<file path="src/rtl/mem_port_arbiter_pkg.sv">
// Shared encodings for the memory-port arbiter and the multicycle control FSM.
package mem_port_arbiter_pkg;

  typedef enum logic [1:0] {
    StIdle  = 2'd0,
    StBusyI = 2'd1,
    StBusyD = 2'd2
  } arb_state_e;

  typedef enum logic {
    GntI = 1'b0,
    GntD = 1'b1
  } gnt_e;

  typedef enum logic [2:0] {
    CtrlFetch  = 3'd0,
    CtrlDecode = 3'd1,
    CtrlExec   = 3'd2,
    CtrlMem    = 3'd3,
    CtrlWb     = 3'd4
  } ctrl_state_e;

  // On contention the side not granted last time wins.
  function automatic gnt_e pick_gnt(logic if_req, logic d_req, gnt_e last_gnt);
    if (if_req && (!d_req || last_gnt == GntD)) return GntI;
    return GntD;
  endfunction

endpackage

</file>
<file path="src/rtl/mem_port_arbiter_arb_timeout_cnt.sv">
// Wait-state counter; flags expiry on the busy cycle that would bring the count to TIMEOUT.
module arb_timeout_cnt #(
  parameter int unsigned TIMEOUT = 15,
  parameter int unsigned CW      = 4
) (
  input  logic          clk,
  input  logic          reset,
  input  logic          clr,
  input  logic          en,
  output logic [CW-1:0] cnt,
  output logic          expire
);

  localparam logic [CW-1:0] LastCnt = CW'(TIMEOUT - 1);

  always_ff @(posedge clk) begin
    if (!reset) begin
      cnt <= '0;
    end else if (clr) begin
      cnt <= '0;
    end else if (en) begin
      cnt <= cnt + 1'b1;
    end
  end

  assign expire = en && (cnt == LastCnt);

endmodule

</file>
<file path="src/rtl/mem_port_arbiter.sv">
// Arbitrates the unified memory port between instruction fetch and load/store.
module mem_port_arbiter
  import mem_port_arbiter_pkg::*;
#(
  parameter int unsigned AW      = 32,
  parameter int unsigned DW      = 32,
  parameter int unsigned TIMEOUT = 15,
  parameter int unsigned CW      = 4
) (
  input  logic          clk,
  input  logic          reset,
  input  logic          if_req,
  input  logic [AW-1:0] if_addr,
  output logic [DW-1:0] if_rdata,
  output logic          if_done,
  input  logic          d_req,
  input  logic          d_we,
  input  logic [AW-1:0] d_addr,
  input  logic [DW-1:0] d_wdata,
  output logic [DW-1:0] d_rdata,
  output logic          d_done,
  output logic          mem_en,
  output logic          mem_we,
  output logic [AW-1:0] mem_addr,
  output logic [DW-1:0] mem_wdata,
  input  logic [DW-1:0] mem_rdata,
  input  logic          mem_ready,
  output logic          err
);

  arb_state_e    state;
  gnt_e          last_gnt;
  gnt_e          gnt;
  logic          busy;
  logic          cnt_clr;
  logic          cnt_en;
  logic          expire;
  logic [CW-1:0] cnt;

  assign busy    = (state != StIdle);
  assign cnt_en  = busy && !mem_ready;
  assign cnt_clr = !busy || mem_ready;
  assign gnt     = pick_gnt(if_req, d_req, last_gnt);

  arb_timeout_cnt #(
    .TIMEOUT(TIMEOUT),
    .CW     (CW)
  ) u_timeout_cnt (
    .clk   (clk),
    .reset (reset),
    .clr   (cnt_clr),
    .en    (cnt_en),
    .cnt   (cnt),
    .expire(expire)
  );

  always_ff @(posedge clk) begin
    if (!reset) begin
      state     <= StIdle;
      last_gnt  <= GntD;
      mem_en    <= 1'b0;
      mem_we    <= 1'b0;
      mem_addr  <= '0;
      mem_wdata <= '0;
      if_done   <= 1'b0;
      d_done    <= 1'b0;
      err       <= 1'b0;
      if_rdata  <= '0;
      d_rdata   <= '0;
    end else begin
      if_done <= 1'b0;
      d_done  <= 1'b0;
      err     <= 1'b0;
      case (state)
        StIdle: begin
          if (if_req || d_req) begin
            mem_en   <= 1'b1;
            last_gnt <= gnt;
            if (gnt == GntI) begin
              state    <= StBusyI;
              mem_we   <= 1'b0;
              mem_addr <= if_addr;
            end else begin
              state     <= StBusyD;
              mem_we    <= d_we;
              mem_addr  <= d_addr;
              mem_wdata <= d_wdata;
            end
          end
        end
        StBusyI, StBusyD: begin
          // Ready takes priority over a coinciding timeout.
          if (mem_ready || expire) begin
            state  <= StIdle;
            mem_en <= 1'b0;
            err    <= !mem_ready;
            if (state == StBusyI) begin
              if_done  <= 1'b1;
              if_rdata <= mem_ready ? mem_rdata : '0;
            end else begin
              d_done <= 1'b1;
              if (!mem_ready) begin
                d_rdata <= '0;
              end else if (!mem_we) begin
                d_rdata <= mem_rdata;
              end
            end
          end
        end
        default: begin
          state  <= StIdle;
          mem_en <= 1'b0;
        end
      endcase
    end
  end

endmodule

</file>
<file path="config.mk">
export PLATFORM = sky130hd
export DESIGN_NAME = mem_port_arbiter
export DESIGN_NICKNAME = d
export VERILOG_FILES = /design/src/rtl/mem_port_arbiter_pkg.sv /design/src/rtl/mem_port_arbiter_arb_timeout_cnt.sv /design/src/rtl/mem_port_arbiter.sv
export SDC_FILE = /design/constraint.sdc
export NUM_CORES = 1
export LEC_CHECK = 0
export ABC_AREA = 1
export BUFFER_PORTS_ARGS = -buffer_cell sky130_fd_sc_hd__buf_2
export CORE_AREA = 2 2 127 129
export DETAILED_ROUTE_END_ITERATION = 8
export DIE_AREA = 0 0 129 131
export PLACE_DENSITY = 0.81
export SYNTH_ARGS = -nofsm -noshare
export SYNTH_HDL_FRONTEND = slang
export SYNTH_HIERARCHICAL = 1
export SYNTH_SLANG_ARGS = --single-unit
export TNS_END_PERCENT = 20
</file>
<file path="constraint.sdc">
create_clock -name clk -period 2.85 [get_ports clk]
set_clock_uncertainty 0.05 [all_clocks]
set_input_delay 0.285 -clock clk [delete_from_list [all_inputs] [get_ports clk]]
set_output_delay 0.285 -clock clk [all_outputs]
set_load 0.02 [all_outputs]
</file>
Word-level counts from Yosys, hierarchy flattened --
Index checks and enable logic that the tools add are counted.
Cells by class: equal/unequal tests 6, reduce and logical (&&, ||, !) cells 20, add/subtract/negate cells 1, bitwise logic cells 2, muxes and demuxes 17
Operator list (number):
- $mux W32 | 4
- $reduce_and A3 Y1 | 3
- $mux W1 | 8
- $mux W2 | 3
- $ne A2 B2 Y1 const B | 3
- $add A4 B1 Y4 const B | 1
- $eq A4 B4 Y1 const B | 1
- $logic_or A1 B1 Y1 | 4
- $pmux W2 S2 | 1
- $reduce_and A2 Y1 | 2
- $reduce_and A4 Y1 | 1
- $reduce_or A2 Y1 | 2
- $logic_and A1 B1 Y1 | 3
- $logic_not A1 Y1 | 3
- $eq A2 B1 Y1 const B | 1
- $eq A2 B2 Y1 const B | 1
- $logic_not A2 Y1 | 1
- $not A1 Y1 | 2
- $pmux W1 S2 | 1
- $reduce_bool A2 Y1 | 1
Word-level totals: register bits 140, output and inout bits 133, input bits 134

Longest topological paths before layout --
depth in word-level cells 8, mapped depth 12, depth with buffers taken out 11

Cells and area by module --
The synthesis kept the hierarchy.
By module, submodules not included:
- mem_port_arbiter | cells each 872, instances 1, area an instance 5929.4 um^2
- arb_timeout_cnt | cells each 27, instances 1, area an instance 196.4 um^2

Worst setup path after synthesis --
Ideal clock, no wire load.
path kind reg-to-reg, start point reg state[0], end point reg d_rdata[10], setup slack 813 ps, stages on the path, launching flop included 13, period minus slack after synthesis 2037 ps, data arrival time 1923 ps, setup time 64 ps, cell sequence dfxtp_1 > inv_1 > ha_1 > nor2_1 > nand2_1 > nor2_1 > nor2_2 > nor2_4 > nand2_1 > inv_2 > buf_6 > nor2_1 > nor2_1
On the way: longest elaborated chain between the ends 5, elaborated cells between the ends (all ways) 9
RTL lines:
- from (decl) | RTL line mem_port_arbiter.sv:31 | arb_state_e state;
- from (signal assigned) | RTL line mem_port_arbiter.sv:59 | state <= StIdle;
- from (signal assigned) | RTL line mem_port_arbiter.sv:80 | state <= StBusyI;
- from (signal assigned) | RTL line mem_port_arbiter.sv:84 | state <= StBusyD;
- $reduce_bool A2 Y1 | RTL line mem_port_arbiter.sv:40 | assign busy = (state != StIdle);
- $logic_and A1 B1 Y1 | RTL line mem_port_arbiter.sv:41 | assign cnt_en = busy && !mem_ready;
- via cnt_en | RTL line mem_port_arbiter.sv:36 | logic cnt_en;
- $logic_and A1 B1 Y1 | RTL line mem_port_arbiter_arb_timeout_cnt.sv:26 | assign expire = en && (cnt == LastCnt);
- via expire | RTL line mem_port_arbiter.sv:37 | logic expire;
- $logic_or A1 B1 Y1 | RTL line mem_port_arbiter.sv:93 | if (mem_ready || expire) begin
- $reduce_and A4 Y1 (no source line)
- to (signal assigned) | RTL line mem_port_arbiter.sv:105 | d_rdata <= mem_rdata;
- to (decl) | RTL line mem_port_arbiter.sv:20 | output logic [DW-1:0] d_rdata,
The timed path passes the listed nets, and every way through them passes these cells. A chain may end at the register's enable or synchronous reset.

Worst setup path in the final report --
start point reg state[0], end point reg d_rdata[4]
The elaborated chain is that of the path after synthesis.

==> flow_summary.ini <==
[yosys]
synthFlopType = dfxtp_1
syn_inst = 899
ys_ff_latch = 140
synth_edf_count = 0
yosys.area.top_type = dfxtp_1
synth-seq-area-share_pct = 45.8
ys_types = 22
syn_nets = 1039
synth_area_sq_mm = 0.00613
yosysWarnings = 6
synth.area.top_cells = dfxtp_1 (46%), nand2_1 (14%), nor2_1 (12%)
synth_area_per_cell_sq_um = 6.81
netlist.area_leader.share_pct = 45.8
async_reset_ff_share_pct = 0
yosysMostFrequentCell = nand2_1
synth_common_cells = nand2_1 (224), nor2_1 (201), dfxtp_1 (140)

[timing]
timing.final.max_slew_violations = 0
slew_headroom_pct = 39.1
post-route-min-period_ns = 2.41
worstMarginPinSlew_ns = 0.913
fmax_ghz = 0.415
grt_setup_unrepaired = false
hold_violations = 0
tns_ns = 0
min_period_over_period_pct = 84.5
finalSetupViolCount = 0

[floorplan]
ioPinCount = 267
die_area_sq_mm = 0.0169
initial_utilization_pct = 39.3
die_h_microns = 131
core_area_sq_mm = 0.0156
rows = 46
die_w_microns = 129

[run_status]
status = completed

[place]
placed_area_sq_mm = 0.00755
dp_hpwl_mm = 12.5
port_buffers = 266
place.gp.congestion = 0.798

[power]
vdd_ir_drop_max_v = 0.000496
p_switching_uw = 2050
seq_power_share_pct = 38.4
p_int_uw = 4010
combPwrFrac_pct = 26.8
power.density_mw_per_mm2 = 747
clockPowerShare_pct = 34.8
swShare_pct = 33.8
power.leakage_uw = 0.00432

[global_routing]
grt_pass1_vias = 5735
grt.overflow.total = 0
grt_max_degree = 68
track_usage_pct = 20.6
antenna_found_initial = 0
grt_pass1_wl_mm = 27.6

[worst_setup_path]
startpoint = state[0]
reg2reg_depth = 12
path_class = flop to flop
worstReg2RegEnd = d_rdata[4]
cp-end-kind = flop
critPathBufInv = 3
worstPathMaxFanout = 26
arrival_ns = 2.72
cp-endpoint = d_rdata[4]
cp-start-kind = flop
critical-path-max-stage-delay_ns = 0.47
cp_num_cells = 12
crit_slowest_cell = inv_2
path_cells = inv_1 > ha_1 > nor2_1 > buf_4 > nand2_1 > nor2_1 > nor2_2 > nor2_4 > nand2_1 > inv_2 > nor2_1 > nor2_1
rrSetupSlack_ns = 0.44
critPathMostFrequentCell = nor2_1
cp.required_ns = 3.16
timing.rr.start = state[0]
critPathTopFamily = simple AND/OR/NAND/NOR gates

[clocking]
clk_pin_slew_ns = 0.06
cts_tree = done
clockBufferDepth = 2
cts_setup_buffers = 0
cts_resized = 0
cts_root_buffer = clkbuf_16
cts_htree_levels = 4
ctsHoldBuffers = 0
cts_sinks = 140
insertion_delay_ns = 0.42
numCtsBuffers = 17

[run]
drv_cap = 0

[drt]
wl_per_cell_microns = 13.1
ant_nets = 0
drc = 0
vias_per_cell = 4.74
drt_first_iter_violations = 370
first_pass_iters = 7
wl_mm = 17.9
vias = 6459

[finish]
drive_gt1_share_pct = 28.2
area_growth_pct = 32.4
final_cell_area_sq_mm = 0.00811
nets = 1276
antennaDiodeCount = 0

[hold_path]
hold_path_class = input port to flop
## worst min path at each step
stage                         to  cells after the start  slack (ns)          start
floorplan               state[1]                      2        0.39       state[1]
detailed placement   if_rdata[5]                      2        0.40    if_rdata[5]
global route        if_rdata[27]                      3        0.09  mem_rdata[27]
global placement    if_rdata[13]                      2        0.40   if_rdata[13]
CTS                 mem_addr[23]                      5        0.08     d_addr[23]
finish              mem_addr[23]                      5        0.09     d_addr[23]
## metal layers
metal,vias to the layer above,part of all wire [%],global-route usage (%)
met1,2862,42,23.8
li1,3278,-,-
met2,283,47,35.0
met3,36,9.1,7.82
met4,0,2.2,7.61
met5,-,0,0
## final cells by class
type,count,area [sq um]
inverters,60,225
clock inverters,9,87.6
clock buffers,21,470
fillers,1562,7480
flip-flops and latches,140,2800
multi-input cells,637,2810
repair buffers,280,1450
well taps,216,270
## cells by family after synthesis
family | after synthesis | share of synthesized area, %
buf+inv | 122 | 8.56
simple gates | 586 | 40.7
flops | 140 | 45.8
compound gates | 45 | 3.74
fa+ha+maj | 6 | 1.23
## power groups by stage
stage / clock [uW] / sequential (uW) / combinational [uW]
5_1_grt: 2240 / 2360 / 1810
3_3_place_gp: 0 / 2360 / 1600
4_1_cts: 2140 / 2330 / 1630
2_1_floorplan: 0 / 2660 / 808
6_report: 2110 / 2330 / 1630
3_5_place_dp: 0 / 2370 / 1630
## layout by cell type (no fill, tap or decap), drive strengths merged, types with 6 or more instances in the layout
master,count
dfxtp,140
nor2,206
nand3b,32
clkbuf,21
ha,6
nand2,225
nand3,122
inv,62
a21oi,40
buf,280
## registers in the layout, indices dropped and copies added (netlist names)
signal / cells
state: 2
mem_we: 1
mem_wdata: 32
last_gnt: 1
err: 1
d_done: 1
mem_addr: 32
u_timeout_cnt/cnt: 4
mem_en: 1
if_done: 1
d_rdata: 32
if_rdata: 32
## stage by stage
stage	cells	hold slack, ns	total power [uW]	util [%]	setup WS [ns]
floorplan	899	0.390	3470	-	0.813
global placement	1333	0.396	3960	48.4	0.580
detailed placement	1333	0.400	4000	48.4	0.468
CTS	1363	0.0810	6110	52.0	0.449
global route	1363	0.0895	6410	52.0	0.204
finish	1363	0.0929	6060	52.0	0.441
## tightest hold or removal path: cells and delay by family
| family | cells | cell delay [ns] |
|---|---|---|
| buffers and inverters | 2 | 0.11 |
| and+or+nand+nor | 3 | 0.14 |
Power figures use the tool's default switching activity.
